==> config.mk <==
export PLATFORM = sky130hd
export DESIGN_NAME = kalman_phase_timer
export DESIGN_NICKNAME = d
export VERILOG_FILES = /design/src/rtl/kalman_timer_pkg.sv /design/src/rtl/kt_run_counter.sv /design/src/rtl/kalman_phase_timer.sv
export SDC_FILE = /design/constraint.sdc
export NUM_CORES = 1
export LEC_CHECK = 0
export BUFFER_PORTS_ARGS = -buffer_cell sky130_fd_sc_hd__buf_4
export CORE_MARGIN = 2
export CORE_UTILIZATION = 54
export DETAILED_ROUTE_END_ITERATION = 10
export PLACE_DENSITY = 0.81
export SLEW_MARGIN = 10
export SYNTH_ARGS = -nofsm -noshare
export SYNTH_HDL_FRONTEND = slang
export SYNTH_SLANG_ARGS = --single-unit
export TNS_END_PERCENT = 10
==> constraint.sdc <==
create_clock -name clk -period 3.85 [get_ports clk]
set_input_delay 0.1925 -clock clk [delete_from_list [all_inputs] [get_ports clk]]
set_output_delay 0.1925 -clock clk [all_outputs]
set_load 0.05 [all_outputs]
==> src/rtl/kalman_timer_pkg.sv <==
// rtl/kalman_timer_pkg.sv - shared types, mode constants and priority helper for the Kalman phase timer
package kalman_timer_pkg;

    typedef enum logic [1:0] {KT_IDLE, KT_RUN, KT_DONE} kt_state_t;

    localparam int KT_MODE_ROLL  = 0;
    localparam int KT_MODE_PITCH = 1;
    localparam int KT_MODE_YAW   = 2;

    // Lowest set bit index of vec; 0 when vec is empty (callers only use it when non-empty).
    function automatic int unsigned kt_prio_first(input logic [31:0] vec);
        int unsigned idx;
        idx = 0;
        for (int i = 31; i >= 0; i--) begin
            if (vec[i]) idx = i;
        end
        return idx;
    endfunction

endpackage

==> src/rtl/kt_run_counter.sv <==
// rtl/kt_run_counter.sv - run-length latch and elapsed-cycle counter with last-cycle flag
module kt_run_counter #(
    parameter int CNT_W = 8
) (
    input  logic             clk,
    input  logic             rst,
    input  logic             clear,
    input  logic             load,
    input  logic             enable,
    input  logic [CNT_W-1:0] len_in,
    output logic [CNT_W-1:0] count,
    output logic             last
);

    logic [CNT_W-1:0] len_q;

    // Latch the run length on load (0 behaves as 1) and count elapsed run cycles.
    always_ff @(posedge clk) begin
        if (rst || clear) begin
            len_q <= CNT_W'(1);
            count <= '0;
        end else if (load) begin
            len_q <= (len_in == '0) ? CNT_W'(1) : len_in;
            count <= '0;
        end else if (enable) begin
            count <= count + CNT_W'(1);
        end
    end

    assign last = (count == (len_q - CNT_W'(1)));

endmodule

==> src/rtl/kalman_phase_timer.sv <==
// rtl/kalman_phase_timer.sv - multi-mode phase timer top; optional overrun detection via KALMAN_TIMER_OVERRUN_EN
module kalman_phase_timer
    import kalman_timer_pkg::*;
#(
    parameter int NUM_MODES = 3,
    parameter int CNT_W     = 8,
    parameter int MODE_W    = $clog2(NUM_MODES)
) (
    input  logic                       clk,
    input  logic                       rst,
    input  logic                       clear,
    input  logic [NUM_MODES-1:0]       req,
    input  logic [NUM_MODES*CNT_W-1:0] cfg_len,
    output logic                       busy,
    output logic [MODE_W-1:0]          active_mode,
    output logic [CNT_W-1:0]           count_out,
    output logic [NUM_MODES-1:0]       pending,
    output logic                       kalman_done,
    output logic [MODE_W-1:0]          done_mode,
    output logic                       overrun
);

    kt_state_t              state, state_n;
    logic [NUM_MODES-1:0]   pending_q, pending_n, req_all;
    logic                   grant;
    logic                   last;
    logic [MODE_W-1:0]      winner, active_q;
    logic [CNT_W-1:0]       len_sel;

    assign req_all = pending_q | req;
    assign winner  = MODE_W'(kt_prio_first(32'(req_all)));
    assign len_sel = cfg_len[int'(winner)*CNT_W +: CNT_W];

    // State register; clear aborts everything back to idle.
    always_ff @(posedge clk) begin
        if (rst || clear) state <= KT_IDLE;
        else              state <= state_n;
    end

    // Next-state and grant decision.
    always_comb begin
        state_n = state;
        grant   = 1'b0;
        case (state)
            KT_IDLE: begin
                if (req_all != '0) begin
                    grant   = 1'b1;
                    state_n = KT_RUN;
                end
            end
            KT_RUN: begin
                if (last) state_n = KT_DONE;
            end
            KT_DONE: begin
                if (pending_q != '0) begin
                    grant   = 1'b1;
                    state_n = KT_RUN;
                end else begin
                    state_n = KT_IDLE;
                end
            end
            default: state_n = KT_IDLE;
        endcase
    end

    // New requests accumulate; the granted mode's bit (including a same-cycle req) is consumed.
    always_comb begin
        pending_n = req_all;
        if (grant) pending_n[winner] = 1'b0;
    end

    // Pending bitmap register.
    always_ff @(posedge clk) begin
        if (rst || clear) pending_q <= '0;
        else              pending_q <= pending_n;
    end

    // Active mode follows each grant and is only forgotten on reset.
    always_ff @(posedge clk) begin
        if (rst)                  active_q <= '0;
        else if (grant && !clear) active_q <= winner;
    end

    kt_run_counter #(.CNT_W(CNT_W)) u_run_counter (
        .clk    (clk),
        .rst    (rst),
        .clear  (clear),
        .load   (grant),
        .enable ((state == KT_RUN) && !last),
        .len_in (len_sel),
        .count  (count_out),
        .last   (last)
    );

`ifdef KALMAN_TIMER_OVERRUN_EN
    logic overrun_q;

    // Sticky flag: a request arrived for a mode that was already pending.
    always_ff @(posedge clk) begin
        if (rst || clear)            overrun_q <= 1'b0;
        else if ((req & pending_q) != '0) overrun_q <= 1'b1;
    end

    assign overrun = overrun_q;
`else
    assign overrun = 1'b0;
`endif

    assign busy        = (state != KT_IDLE);
    assign active_mode = active_q;
    assign pending     = pending_q;
    assign kalman_done = (state == KT_DONE) && !clear;
    assign done_mode   = kalman_done ? active_q : '0;

endmodule

**Yosys cells after proc, flatten, opt, wreduce, memory -nomap -nowiden**

Cells that the tools add are included.
Widths: inputs -> output; s select.

- Add/sub/neg operators: 2
- $lt $le $gt $ge: 2
- Equal/unequal tests: 5
- Shift operators: 1
- Multiplexer cells: 15
- Bitwise gates (word level): 3
- Reduce and logical (&&, ||, !) cells: 14

Operators with widths:

| operator | count |
|---|---|
| $shiftx 24x6->8 | 1 |
| $mux 2 | 6 |
| $add 8x1->8 const B | 1 |
| $eq 8x8->1 | 1 |
| $logic_not 8->1 | 1 |
| $mux 8 | 1 |
| $sub 8x1->8 const B | 1 |
| $pmux 2 s3 | 1 |
| $reduce_bool 3->1 | 2 |
| $logic_and 1x1->1 | 4 |
| $mux 1 | 4 |
| $ne 2x2->1 const B | 2 |
| $and 3x3->3 | 1 |
| $lt 2x3->1 const B | 1 |
| $mux 3 | 1 |
| $not 3->3 | 1 |
| $or 3x3->3 | 1 |
| $demux 1 s2 | 1 |
| $eq 2x1->1 const B | 1 |
| $eq 2x2->1 const B | 1 |
| $ge 2x1->1 const B | 1 |
| $logic_not 1->1 | 2 |
| $logic_not 2->1 | 1 |
| $pmux 1 s2 | 1 |
| 4 further kinds | 4 |

- Register bits: 23
- Bits of input ports: 30
- Output and inout bits: 18
- Word-level logic and storage cells: 47

**Depth between registers and ports, before layout**

- Depth in word-level cells: 11
- Depth in mapped cells: 11
- Depth with buffers taken out: 9

**Hierarchy**

From an unflattened synthesis, not the netlist that was laid out.

- Cell total of the unflattened synthesis: 163
- Area, all modules: 1470.2 sq um

By module, submodules not included:

| module | instances | cells each | area each (sq um) | sequential area each (sq um) |
|---|---|---|---|---|
| kt_run_counter | 1 | 106 | 930.9 | 320.3 |
| kalman_phase_timer | 1 | 57 | 539.3 | 140.1 |

**Worst setup path before layout**

OpenSTA, ideal clock, no wires.

- Path type: reg-to-output
- Start point: register state[1]
- End point: output done_mode[0]
- Arrival time: 2.168 ns
- Data required time: 3.658 ns
- Path slack: 1.490 ns
- Cell stages (with the launch flop): 3
- Buffers on the path: 0
- Cell sequence: dfxtp_1 > nor3b_1 > and2_1

- Cells in the longest elaborated chain, start to end: 3

Ends and longest elaborated chain:

| item | line | text |
|---|---|---|
| start, declared | kalman_phase_timer.sv:23 | `kt_state_t state, state_n;` |
| start signal, assigned | kalman_phase_timer.sv:37 | `else state <= state_n;` |
| $eq 2x2->1 | kalman_phase_timer.sv:112 | `assign kalman_done = (state == KT_DONE) && !clear;` |
| $logic_and 1x1->1 | kalman_phase_timer.sv:112 |  |
| via kalman_done | kalman_phase_timer.sv:18 | `output logic kalman_done,` |
| $mux 2 | kalman_phase_timer.sv:113 | `assign done_mode = kalman_done ? active_q : '0;` |
| end, declared | kalman_phase_timer.sv:19 | `output logic [MODE_W-1:0] done_mode,` |

The timed path passes the listed nets, and every way through them passes these cells.

**Worst setup path in the final report**

- Start point: register u_run_counter.len_q[0]
- End point: register u_run_counter.count[3]

- Cells in the longest elaborated chain, start to end: 4

Ends and longest elaborated chain:

| item | line | text |
|---|---|---|
| start, declared | kt_run_counter.sv:15 | `logic [CNT_W-1:0] len_q;` |
| start signal, assigned | kt_run_counter.sv:23 | `len_q <= (len_in == '0) ? CNT_W'(1) : len_in;` |
| $sub 8x1->8 | kt_run_counter.sv:30 | `assign last = (count == (len_q - CNT_W'(1)));` |
| $eq 8x8->1 | kt_run_counter.sv:30 |  |
| $logic_not 1->1 | kalman_phase_timer.sv:89 | `.enable ((state == KT_RUN) && !last),` |
| $logic_and 1x1->1 | kalman_phase_timer.sv:89 |  |
| end signal, assigned | kt_run_counter.sv:26 | `count <= count + CNT_W'(1);` |
| end, declared | kt_run_counter.sv:11 | `output logic [CNT_W-1:0] count,` |

Every way passes these cells.
A chain may end at the register's enable or synchronous reset.

==> reports/results.tsv <==
metric	value	unit
status	finished clean	
type of origin of the critical path	flop	
PortBufs	46	
commonest non-fill, non-tap cell in the layout	buf_4	
Cell Area, Synth	1504	um2
per-cell routed wire length	12.39	um
Max Transition Viols Final	0	
R2R setup slack	1560	ps
Seq/Total Area, Yosys	30.62	%
setup TNS	0	ps
Die Area	3223	um2
largest net degree at the start of global routing	24	
Overflow after GRT	0	
register area	460.4	um2
crit end category	flop	
Max IR drop VDD	0.2262	mV
Final Critical Period	2292	ps
CTS Sinks	23	
deepest clock path buffer count	2	
detailed-route DRC error count	0	
placed instance count	267	
total CTS buffers	3	
post-synthesis cell type count	51	
Placer Congestion	0.7846	
Initial Util	55.49	%
most frequent cells in the layout	buf_4 (47), nor2_1 (32), nand2_1 (28), dfxtp_1 (23), a21oi_1 (15)	
Die X	56.78	um
RSZ-0062 raised after global routing	no	
initial antenna violation count	0	
biggest fanout along the worst timing path	8	
predominant post-synthesis flop cell	dfxtp_1	
setup bufs post-CTS	0	
antenna-violating nets left	0	
EDFF count, synth	0	
Core Area	2710	um2
final hold slack	45.35	ps
Max Cap Viol	0	
clock-pin slew on the worst setup and hold paths	130	ps
Area Overhead vs Synth	24.38	%
Fillers	258	
post-cts resize count	0	
final WL	3359	um
Power Total	0.5169	mW
HP Class	in -> reg	
Synth Register Bits	23	
via/cell ratio	5.557	
Final Hold Fails	0	
Worst Hold Depth	2	
Pre-antenna DRT Iters	4	
chip height	56.78	um
LEAKAGE	0.7989	nW
FP Rows	19	
Multi-input gate area	972.2	um2
hold buffers post-CTS	0	
max frequency	436.3	MHz
number of DRC markers in iteration 0	61	
detailed placer's ending HPWL	2700	um
antenna cells	0	
syn avg cell area	7.557	um2
CTS tree	done	
latest clock arrival within the worst-skew pair	310	ps
vias in the first global route	1340	
H-Tree Depth	1	
Critical Setup Path Class	reg -> reg	
pwr/cell area	276.3	nW/um2
max_slew headroom	25.76	%
Synth warnings	0	
Global Route Usage Sum	22.43	%
clk_skew	0.5806	ps
CTS Root Cell	clkbuf_4	
reg2reg path depth	8	
asr flop ratio synth	0	%
Least-Margin Pin Slew	1106	ps
Syn Nets	231	
nets@finish	273	
layout cells sized above 1	25.83	%
fin cells	271	
IO Count	48	
worst endpoint data arrival time	2550	ps
DR vias	1506	
final-report setup violation count	0	
worst path required time	4110	ps
final worst-path cycle share	59.53	%
Mapped Cells	199	
first-pass GRT wire length	5802	um
[through the flow]
stage               utilization, %  setup slack [ps]  cell area, um2
floorplan                        -              1490            1504
global placement             68.01              1642            1843
detailed placement           68.01              1590            1843
CTS                          69.02              1567            1871
global route                 69.02              1334            1871
finish                       69.02              1558            1871
[final timing paths]
check | from | end
setup / recovery | u_run_counter.len_q[0]$_SDFFE_PP1P_ | u_run_counter.count[3]$_SDFFE_PP0P_
hold / removal | rst | active_mode[1]$_SDFFE_PP0P_
setup reg to reg | u_run_counter.len_q[0]$_SDFFE_PP1P_ | u_run_counter.count[3]$_SDFFE_PP0P_
hold reg to reg | active_mode[0]$_SDFFE_PP0P_ | active_mode[0]$_SDFFE_PP0P_
[cells in the mapped netlist (2+ instances only)]
| cell type | count | area [um2] |
|---|---|---|
| o21ai_0 | 3 | 15.01 |
| clkbuf_1 | 4 | 15.01 |
| buf_2 | 3 | 15.01 |
| a311oi_1 | 6 | 52.55 |
| nand2b_1 | 4 | 25.02 |
| or2_2 | 2 | 12.51 |
| nor3_1 | 4 | 20.02 |
| nand3_1 | 2 | 10.01 |
| dfxtp_1 | 23 | 460.4 |
| a211oi_1 | 3 | 22.52 |
| nor2_1 | 32 | 120.1 |
| a21oi_1 | 15 | 75.07 |
| and2_1 | 4 | 25.02 |
| xnor2_1 | 11 | 96.34 |
| ha_1 | 2 | 25.02 |
| o21ai_1 | 4 | 20.02 |
| a41o_1 | 2 | 20.02 |
| a31o_2 | 2 | 17.52 |
| nor4_1 | 4 | 25.02 |
| a31oi_1 | 3 | 18.77 |
| mux2i_1 | 2 | 20.02 |
| or3_1 | 3 | 18.77 |
| nand2_1 | 28 | 105.1 |
| or2_1 | 2 | 12.51 |
| inv_1 | 5 | 18.77 |
[layout make-up]
cell class | instances | area share [%]
Sequential cell | 23 | 24.62
Clock buffer | 3 | 1.204
Inverter | 5 | 1.003
Clock inverter | 1 | 0.2676
Timing Repair Buffer | 47 | 18.86
Tap cell | 31 | 2.074
Multi-Input combinational cell | 161 | 51.97
[critical path: stages, from the launching register on]
cell	delay [ps]
dfxtp_1	460
inv_1	70
ha_1	300
or2_1	240
a221o_1	380
a211oi_4	320
a21oi_2	180
a31oi_1	190
a41o_1	110
[state kept, by name (all words and copies together), names as in the netlist]
signal and cells:
u_run_counter.len_q 8, state 2, u_run_counter.count 8, pending 3, active_mode 2
[where the power goes]
part / internal (mW) / switching [mW] / leakage, nW / total [mW]
clock: 0.0388 / 0.0726 / 0.0177 / 0.111
combinational: 0.0653 / 0.0835 / 0.594 / 0.149
sequential: 0.246 / 0.0104 / 0.187 / 0.257
[cells by family (layout without fill, tap and decap cells)]
family | Yosys count | in the layout | synth area share [%]
multiplexers | 2 | 2 | 1.331
flip-flops | 23 | 23 | 30.62
other | 1 | 1 | 0.2493
adder cells (fa/ha/maj) | 2 | 2 | 1.664
AND/OR/NAND/NOR | 93 | 93 | 29.29
buffers and inverters | 15 | 56 | 4.742
AO/OA/AOI/OAI | 51 | 51 | 25.13
XOR/XNOR | 12 | 12 | 6.988
[per-layer routing]
metal  vias up  track usage (%)  wire length (um)
li1        790                -                 -
met1       668            29.63              1579
met2        44            38.04              1598
met3         4            4.147               143
met4         0            4.983                38
met5         -                0                 0
Note: power is estimated with default switching activity, not from simulation.
